## src/rtl/wb_arbiter_2m_if.sv

```systemverilog
// Bus bundle for the two-master Wishbone classic arbiter.
// The "slave" modport is the arbiter's view: it receives both masters'
// requests and the slave's responses, and it drives the forwarded request
// and the routed responses. The "master" modport is the surrounding
// system's view of the same wires.
//
// Handshake: Wishbone classic. A request is live while cyc and stb are
// both high, and the master holds cyc, stb, we, adr, dat and sel stable
// until it sees ack, err or rty. A response completes the transfer in the
// cycle in which it is sampled high.
interface wb_arbiter_2m_if #(
    parameter int ADR_W = 32,
    parameter int DAT_W = 32
);
    logic [1:0]             m_cyc_i;
    logic [1:0]             m_stb_i;
    logic [1:0]             m_we_i;
    logic [2*ADR_W-1:0]     m_adr_i;
    logic [2*DAT_W-1:0]     m_dat_i;
    logic [2*DAT_W/8-1:0]   m_sel_i;
    logic [DAT_W-1:0]       m_dat_o;
    logic [1:0]             m_ack_o;
    logic [1:0]             m_err_o;
    logic [1:0]             m_rty_o;

    logic                   s_cyc_o;
    logic                   s_stb_o;
    logic                   s_we_o;
    logic [ADR_W-1:0]       s_adr_o;
    logic [DAT_W-1:0]       s_dat_o;
    logic [DAT_W/8-1:0]     s_sel_o;
    logic [DAT_W-1:0]       s_dat_i;
    logic                   s_ack_i;
    logic                   s_err_i;
    logic                   s_rty_i;

    modport slave (
        input  m_cyc_i, m_stb_i, m_we_i, m_adr_i, m_dat_i, m_sel_i,
        output m_dat_o, m_ack_o, m_err_o, m_rty_o,
        output s_cyc_o, s_stb_o, s_we_o, s_adr_o, s_dat_o, s_sel_o,
        input  s_dat_i, s_ack_i, s_err_i, s_rty_i
    );

    modport master (
        output m_cyc_i, m_stb_i, m_we_i, m_adr_i, m_dat_i, m_sel_i,
        input  m_dat_o, m_ack_o, m_err_o, m_rty_o,
        input  s_cyc_o, s_stb_o, s_we_o, s_adr_o, s_dat_o, s_sel_o,
        output s_dat_i, s_ack_i, s_err_i, s_rty_i
    );
endinterface

```

## src/rtl/wb_arbiter_2m.sv

```systemverilog
// Two-master, one-slave Wishbone classic arbiter with round-robin priority.
// The owner keeps the bus from cyc assert to cyc drop (no preemption); on a
// tie in IDLE the master that did not own the bus last wins.
// Optional bus watchdog: define WB_ARB_TIMEOUT_EN to force a one-cycle err
// to the owner after TIMEOUT_CYCLES strobed cycles without a slave response.
module wb_arbiter_2m #(
    parameter int ADR_W          = 32,
    parameter int DAT_W          = 32,
    parameter int TIMEOUT_CYCLES = 255
) (
    input  logic                 clk_i,
    input  logic                 rst_i,
    wb_arbiter_2m_if.slave       bus,
    output logic [1:0]           grant_o,
    output logic [1:0]           dbg_state_o
);
    localparam int SEL_W = DAT_W / 8;

    typedef enum logic [1:0] {
        IDLE = 2'd0,
        OWN0 = 2'd1,
        OWN1 = 2'd2
    } state_t;

    state_t state_q, state_d;
    logic   last_q, last_d;
    logic   own0, own1;
    logic   wdog_fire;

    assign own0        = (state_q == OWN0);
    assign own1        = (state_q == OWN1);
    assign grant_o     = {own1, own0};
    assign dbg_state_o = state_q;

    // State and round-robin history registers.
    always_ff @(posedge clk_i) begin
        if (rst_i) begin
            state_q <= IDLE;
            last_q  <= 1'b1;
        end else begin
            state_q <= state_d;
            last_q  <= last_d;
        end
    end

    // Next owner: arbitrate from IDLE, hand over directly when the owner drops cyc.
    always_comb begin
        state_d = state_q;
        last_d  = last_q;
        case (state_q)
            IDLE: begin
                case (bus.m_cyc_i)
                    2'b01:   state_d = OWN0;
                    2'b10:   state_d = OWN1;
                    2'b11:   state_d = last_q ? OWN0 : OWN1;
                    default: state_d = IDLE;
                endcase
            end
            OWN0: begin
                if (!bus.m_cyc_i[0]) begin
                    last_d  = 1'b0;
                    state_d = bus.m_cyc_i[1] ? OWN1 : IDLE;
                end
            end
            OWN1: begin
                if (!bus.m_cyc_i[1]) begin
                    last_d  = 1'b1;
                    state_d = bus.m_cyc_i[0] ? OWN0 : IDLE;
                end
            end
            default: state_d = IDLE;
        endcase
    end

    // Forward the owner's request to the slave; everything is zero in IDLE.
    always_comb begin
        bus.s_cyc_o = 1'b0;
        bus.s_stb_o = 1'b0;
        bus.s_we_o  = 1'b0;
        bus.s_adr_o = '0;
        bus.s_dat_o = '0;
        bus.s_sel_o = '0;
        if (own0) begin
            bus.s_cyc_o = bus.m_cyc_i[0];
            bus.s_stb_o = bus.m_stb_i[0];
            bus.s_we_o  = bus.m_we_i[0];
            bus.s_adr_o = bus.m_adr_i[0 +: ADR_W];
            bus.s_dat_o = bus.m_dat_i[0 +: DAT_W];
            bus.s_sel_o = bus.m_sel_i[0 +: SEL_W];
        end else if (own1) begin
            bus.s_cyc_o = bus.m_cyc_i[1];
            bus.s_stb_o = bus.m_stb_i[1];
            bus.s_we_o  = bus.m_we_i[1];
            bus.s_adr_o = bus.m_adr_i[ADR_W +: ADR_W];
            bus.s_dat_o = bus.m_dat_i[DAT_W +: DAT_W];
            bus.s_sel_o = bus.m_sel_i[SEL_W +: SEL_W];
        end
    end

    // Route responses to the owner only; read data is broadcast.
    always_comb begin
        bus.m_dat_o = bus.s_dat_i;
        bus.m_ack_o = {own1 & bus.s_ack_i, own0 & bus.s_ack_i};
        bus.m_err_o = {own1 & (bus.s_err_i | wdog_fire),
                       own0 & (bus.s_err_i | wdog_fire)};
        bus.m_rty_o = {own1 & bus.s_rty_i, own0 & bus.s_rty_i};
    end

`ifdef WB_ARB_TIMEOUT_EN
    localparam int CNT_W = $clog2(TIMEOUT_CYCLES + 1);

    logic [CNT_W-1:0] wdog_q;
    logic             slave_resp;

    assign slave_resp = bus.s_ack_i | bus.s_err_i | bus.s_rty_i;
    assign wdog_fire  = (wdog_q == CNT_W'(TIMEOUT_CYCLES));

    // Watchdog: count unanswered strobed cycles; restart on any response,
    // on ownership change, and after firing.
    always_ff @(posedge clk_i) begin
        if (rst_i || slave_resp || wdog_fire || (state_d != state_q)) begin
            wdog_q <= '0;
        end else if (bus.s_stb_o) begin
            wdog_q <= wdog_q + 1'b1;
        end
    end
`else
    // No watchdog: the expression is constant false for any sane limit.
    assign wdog_fire = (TIMEOUT_CYCLES < 0);
`endif
endmodule

```

## src/flat_wrapper.sv

```systemverilog
// flat-port wrapper written by rule: the top's interface ports become plain ports
module wb_arbiter_2m_flat 
#(
    parameter int ADR_W          = 32,
    parameter int DAT_W          = 32,
    parameter int TIMEOUT_CYCLES = 255
)
  (clk_i, rst_i, grant_o, dbg_state_o, bus_m_cyc_i, bus_m_stb_i, bus_m_we_i, bus_m_adr_i, bus_m_dat_i, bus_m_sel_i, bus_m_dat_o, bus_m_ack_o, bus_m_err_o, bus_m_rty_o, bus_s_cyc_o, bus_s_stb_o, bus_s_we_o, bus_s_adr_o, bus_s_dat_o, bus_s_sel_o, bus_s_dat_i, bus_s_ack_i, bus_s_err_i, bus_s_rty_i);
  wb_arbiter_2m_if #(.ADR_W(ADR_W), .DAT_W(DAT_W)) bus_i ();
  input  logic clk_i;
  input  logic rst_i;
  output logic [1:0] grant_o;
  output logic [1:0] dbg_state_o;
  input wire logic [$bits(bus_i.m_cyc_i)-1:0] bus_m_cyc_i;
  input wire logic [$bits(bus_i.m_stb_i)-1:0] bus_m_stb_i;
  input wire logic [$bits(bus_i.m_we_i)-1:0] bus_m_we_i;
  input wire logic [$bits(bus_i.m_adr_i)-1:0] bus_m_adr_i;
  input wire logic [$bits(bus_i.m_dat_i)-1:0] bus_m_dat_i;
  input wire logic [$bits(bus_i.m_sel_i)-1:0] bus_m_sel_i;
  output wire logic [$bits(bus_i.m_dat_o)-1:0] bus_m_dat_o;
  output wire logic [$bits(bus_i.m_ack_o)-1:0] bus_m_ack_o;
  output wire logic [$bits(bus_i.m_err_o)-1:0] bus_m_err_o;
  output wire logic [$bits(bus_i.m_rty_o)-1:0] bus_m_rty_o;
  output wire logic [$bits(bus_i.s_cyc_o)-1:0] bus_s_cyc_o;
  output wire logic [$bits(bus_i.s_stb_o)-1:0] bus_s_stb_o;
  output wire logic [$bits(bus_i.s_we_o)-1:0] bus_s_we_o;
  output wire logic [$bits(bus_i.s_adr_o)-1:0] bus_s_adr_o;
  output wire logic [$bits(bus_i.s_dat_o)-1:0] bus_s_dat_o;
  output wire logic [$bits(bus_i.s_sel_o)-1:0] bus_s_sel_o;
  input wire logic [$bits(bus_i.s_dat_i)-1:0] bus_s_dat_i;
  input wire logic [$bits(bus_i.s_ack_i)-1:0] bus_s_ack_i;
  input wire logic [$bits(bus_i.s_err_i)-1:0] bus_s_err_i;
  input wire logic [$bits(bus_i.s_rty_i)-1:0] bus_s_rty_i;
  assign bus_i.m_cyc_i = bus_m_cyc_i;
  assign bus_i.m_stb_i = bus_m_stb_i;
  assign bus_i.m_we_i = bus_m_we_i;
  assign bus_i.m_adr_i = bus_m_adr_i;
  assign bus_i.m_dat_i = bus_m_dat_i;
  assign bus_i.m_sel_i = bus_m_sel_i;
  assign bus_m_dat_o = bus_i.m_dat_o;
  assign bus_m_ack_o = bus_i.m_ack_o;
  assign bus_m_err_o = bus_i.m_err_o;
  assign bus_m_rty_o = bus_i.m_rty_o;
  assign bus_s_cyc_o = bus_i.s_cyc_o;
  assign bus_s_stb_o = bus_i.s_stb_o;
  assign bus_s_we_o = bus_i.s_we_o;
  assign bus_s_adr_o = bus_i.s_adr_o;
  assign bus_s_dat_o = bus_i.s_dat_o;
  assign bus_s_sel_o = bus_i.s_sel_o;
  assign bus_i.s_dat_i = bus_s_dat_i;
  assign bus_i.s_ack_i = bus_s_ack_i;
  assign bus_i.s_err_i = bus_s_err_i;
  assign bus_i.s_rty_i = bus_s_rty_i;
  wb_arbiter_2m #(.ADR_W(ADR_W), .DAT_W(DAT_W), .TIMEOUT_CYCLES(TIMEOUT_CYCLES)) u_core (.clk_i(clk_i), .rst_i(rst_i), .bus(bus_i), .grant_o(grant_o), .dbg_state_o(dbg_state_o));
endmodule
```

## config.mk

```make
export PLATFORM = sky130hd
export DESIGN_NAME = wb_arbiter_2m_flat
export DESIGN_NICKNAME = d
export VERILOG_FILES = /design/src/rtl/wb_arbiter_2m_if.sv /design/src/rtl/wb_arbiter_2m.sv /design/src/flat_wrapper.sv
export SDC_FILE = /design/constraint.sdc
export NUM_CORES = 1
export LEC_CHECK = 0
export CAP_MARGIN = 10
export CORE_AREA = 2 2 113 115
export DETAILED_ROUTE_END_ITERATION = 6
export DIE_AREA = 0 0 115 117
export DONT_BUFFER_PORTS = 1
export PLACE_DENSITY_LB_ADDON = 0.2
export SYNTH_ARGS = -nofsm -noshare
export SYNTH_HDL_FRONTEND = slang
export SYNTH_SLANG_ARGS = --single-unit
```

## constraint.sdc

```tcl
create_clock -name clk_i -period 4.3 [get_ports clk_i]
set_clock_uncertainty 0.15 [all_clocks]
set_input_delay 1.29 -clock clk_i [delete_from_list [all_inputs] [get_ports clk_i]]
set_output_delay 1.29 -clock clk_i [all_outputs]
set_load 0.005 [all_outputs]
```

Yosys cells after proc, flatten, opt, wreduce, memory -nomap -nowiden

Index checks and enable logic that the tools add are counted.

Register bits: 3
Input bits: 179
Logic and storage cells: 41

Equality and inequality tests: 7
Mux-type cells: 22
Bitwise logic cells: 6
Reductions and logical operators: 4

Operator list:

| operator                                      | number |
|---|---|
| two-way mux 32 bit                            | 4 |
| case mux 2 bit (3 select lines)               | 2 |
| two-way mux 1 bit                             | 9 |
| two-way mux 2 bit                             | 4 |
| two-way mux 4 bit                             | 2 |
| bitwise AND 1 bit                             | 6 |
| == test 2 bit, second input constant          | 3 |
| == test 2 x 1 -> 1 bit, second input constant | 2 |
| != test 2 bit, second input constant          | 2 |
| AND reduction 3 bit                           | 1 |
| zero test 2 bit                               | 1 |
| case mux 1 bit (2 select lines)               | 1 |
| AND reduction 2 bit                           | 1 |
| nonzero test 2 bit                            | 1 |

Longest topological paths before layout

Word-level depth: 3
Mapped depth: 5
Depth with buffers taken out: 3

Worst setup path before layout

No wires, ideal clock.

Kind: input to output
From: in bus_m_adr_i[32]
To: out bus_s_adr_o[0]
Data arrival time: 1487 ps
Data required time: 2860 ps
Setup slack: 1373 ps
Stages: 1
Buffers on the path: 0
Cell sequence: a22o_1

Longest elaborated chain between the ends: 2

RTL lines:

| element            | line                | RTL |
|---|---|---|
| start, declared    | flat_wrapper.sv:17  | `input wire logic [$bits(bus_i.m_adr_i)-1:0] bus_m_adr_i;` |
| two-way mux 32 bit | wb_arbiter_2m.sv:90 | `end else if (own1) begin` |
| two-way mux 32 bit | wb_arbiter_2m.sv:83 | `if (own0) begin` |
| end, declared      | flat_wrapper.sv:27  | `output wire logic [$bits(bus_i.s_adr_o)-1:0] bus_s_adr_o;` |

No other way between the ends.

Final worst setup path

From: reg u_core.state_q[0] (netlist: u_core.dbg_state_o[0])
To: out bus_s_adr_o[31]

Elaborated cells between the ends (all ways): 4
Classes of those cells: eq/ne (2); mux (2)

RTL lines:

| element                | line                | RTL |
|---|---|---|
| start, declared        | wb_arbiter_2m.sv:25 | `state_t state_q, state_d;` |
| start signal, assigned | wb_arbiter_2m.sv:41 | `state_q <= state_d;` |
| == test 2 x 1 -> 1 bit | wb_arbiter_2m.sv:30 | `assign own0 = (state_q == OWN0);` |
| named net grant_o[0]   | flat_wrapper.sv:12  | `output logic [1:0] grant_o;` |
| two-way mux 32 bit     | wb_arbiter_2m.sv:83 |  |

The timed path passes the listed nets, and every way through them passes these cells.

==> impl_results.md <==
* Met1 GRT Util at 0.06429
* Core area at 0.01231 mm²
* DP HPWL at 3.743 mm
* Cell Pwr Density at 241.6 mW/mm²
* Syn Nets at 322
* Synth Cell Area at 0.001269 mm²
* Num rows at 41
* Area of the multi-input gates at 758.2 µm²
* Top-count cell post-synth: a22o_1
* Worst min path class: flop to flop
* # H-tree levels at 1
* I/O Buffers at 0
* Area contributors post-synth: a22o_1 49%, buf_4 20%, buf_6 14%
* Worst-case clock buffer depth at 2
* Met2 usage at 0.09216
* Register area at 60.06 µm²
* Post-synthesis instance total at 143
* Data required time of the worst path at 2.86 ns
* Primary FF master, synth: dfxtp_1
* # diodes at 0
* Worst Setup Start Kind: flop
* Number of flops mapped to enable cells by yosys at 0
* Die width at 115 µm
* Area growth syn-to-layout at -10.55%
* Initial Utilization at 0.1030
* Crit path capture: bus_s_adr_o[31]
* WL/cell at 17.67 µm
* Critical R2R Capture: u_core.last_q$_SDFFE_PP1P_
* CTS tree: yes
* Syn avg cell area at 8.872 µm²
* Max Clk Rate at 0.2905 GHz
* CTS buffer count at 3
* Post-placement cell count at 246
* Critical path capture point type: primary output
* Final Total Pwr at 274.2 µW
* Hold Vio Cnt, Final at 0
* Global route total overflow at 0
* Nets@finish at 280
* Slew HR at 0.6016
* # hold bufs at CTS at 0
* Worst r2r src: u_core.dbg_state_o[1]$_SDFFE_PP0P_
* Crit Path Class: flop to primary output
* Status: complete, no violations
* R2R Setup Slk at 3.00 ns
* Post-Layout Cell Count at 250
* Biggest area consumer among synthesized cells: a22o_1
* Post_cts resized at 0
* Root Buffer: clkbuf_16
* Residual DRC at 0
* Placer Congestion at 0.6760
* Total GRT Usage at 0.05235
* Synth cell types at 15
* Synth top area share at 0.4901
* Crit Path Max Fanout at 45
* P_leak at 0.0004260 µW
* Pins Over Slew Limit at 0
* Maxcap violations at 0
* Worst vdd ir at 0.1518 mV
* CP startpoint: u_core.dbg_state_o[0]$_SDFFE_PP0P_
* RSZ-0062 raised after global routing: false
* Via density per instance at 4.544
* Most frequent cells after synthesis: 71 x a22o_1, 34 x buf_4, 16 x buf_6
* Met3 Usage GRT at 0.009269
* Number of synthesized register bits at 3
* Fillers at 1424
* Die H at 117 µm
* Worst slew pin tran at 0.5975 ns
* Routed WL at 4.417 mm
* Largest net degree at the start of global routing at 46
* Most used routing layer in global routing: met2
* CTS clk-pin slew, worst paths at 0.03 ns
* Final Cycle Share at 0.8006
* Warnings from Yosys at 0
* Via count at 1136
* Async SR Flop Fraction at 0
* Setup bufs post-CTS at 0
* First drt pass iteration count at 4
* Die area at 0.01346 mm²
* Vias in the first global route at 866
* Seq/Total Area, Yosys at 0.04734
* Final Setup Violations at 0
* Antenna Violating Nets Remaining at 0
* Setup TNS at 0 ns
* Iter 0 DRT Violations at 39
* Crit path time final at 3.442 ns
* Clock sink total at 3
* Share of cells above drive strength 1 at 0.1000
* Global-route wire length before repair at 5.264 mm
* Initial antenna violation count at 0
* Critical Path AT at 2.00 ns
* FF-to-FF path depth at 2
* # IOs at 292
* Clock latency on the worst-skew pair at 0.22 ns
[flip-flops by register name, summed over array words and instances, names as in the netlist]
signal              cells
u_core.dbg_state_o      2
u_core.last_q           1
[cell families (layout without fill, tap and decap cells)]
| group | count (synthesis) | count (layout) | share of synthesized area |
|---|---|---|---|
| AO/OA/AOI/OAI | 76 | 76 | 0.5148 |
| buffers and inverters | 52 | 9 | 0.3550 |
| flip-flops | 3 | 3 | 0.04734 |
| AND/OR/NAND/NOR | 12 | 12 | 0.08285 |
[metal layers]
metal	vias up	wire (µm)	share of wire
li1	454	-	-
met1	549	1645	0.37
met2	121	2311	0.52
met3	12	406	0.092
met4	0	54	0.012
met5	-	0	0
[power breakdown]
group	switching (µW)	internal, µW
registers	5.20	29.6
logic	50.9	42.4
clock network	24.0	122
[metrics by stage]
step | utilization | area [µm²] | setup WS (ns) | hold slack (ns)
detailed placement | 0.08577 | 1056 | 1.054 | 0.3734
global placement | 0.08577 | 1056 | 1.109 | 0.4007
floorplan | - | 1269 | 1.373 | 0.3319
global route | 0.09217 | 1135 | 0.6386 | 0.4334
CTS | 0.09217 | 1135 | 0.8153 | 0.3816
finish | 0.09217 | 1135 | 0.8576 | 0.3810
[cell usage in the layout (no fill, tap or decap)]
cell type | synthesis | layout
nor2_1 | 1 | 1
o311ai_0 | 1 | 1
dfxtp_1 | 3 | 3
o22ai_1 | 2 | 2
nor2b_1 | 1 | 1
a21oi_1 | 1 | 1
clkbuf_1 | 0 | 1
inv_6 | 1 | 1
buf_4 | 34 | 2
and3_1 | 6 | 6
buf_12 | 0 | 1
nor2_8 | 2 | 2
a22o_1 | 71 | 71
clkbuf_16 | 0 | 3
and3b_1 | 2 | 2
inv_4 | 1 | 1
o21ai_0 | 1 | 1
[how the worst min path moves through the flow]
stage,from,end,depth (start not counted)
finish,u_core.last_q$_SDFFE_PP1P_,u_core.last_q$_SDFFE_PP1P_,2
CTS,u_core.last_q$_SDFFE_PP1P_,u_core.last_q$_SDFFE_PP1P_,2
global route,u_core.last_q$_SDFFE_PP1P_,u_core.last_q$_SDFFE_PP1P_,2
global placement,u_core.last_q$_SDFFE_PP1P_,u_core.last_q$_SDFFE_PP1P_,2
detailed placement,u_core.last_q$_SDFFE_PP1P_,u_core.last_q$_SDFFE_PP1P_,2
floorplan,u_core.last_q$_SDFFE_PP1P_,u_core.last_q$_SDFFE_PP1P_,2
[worst max-delay path: stages (launching register included)]
cell and delay (ns):
dfxtp_1 0.66, inv_6 0.08, nor2_8 0.51, buf_4 0.32, a22o_1 0.19
[cell type report]
class,instances,share of cell area
sequential,3,0.05292
clock buffer,4,0.06946
multi-input combinational,88,0.6681
timing repair buffer,3,0.03087
tap,150,0.1654
inverter,2,0.01323
(Power assumes the default switching activity.)
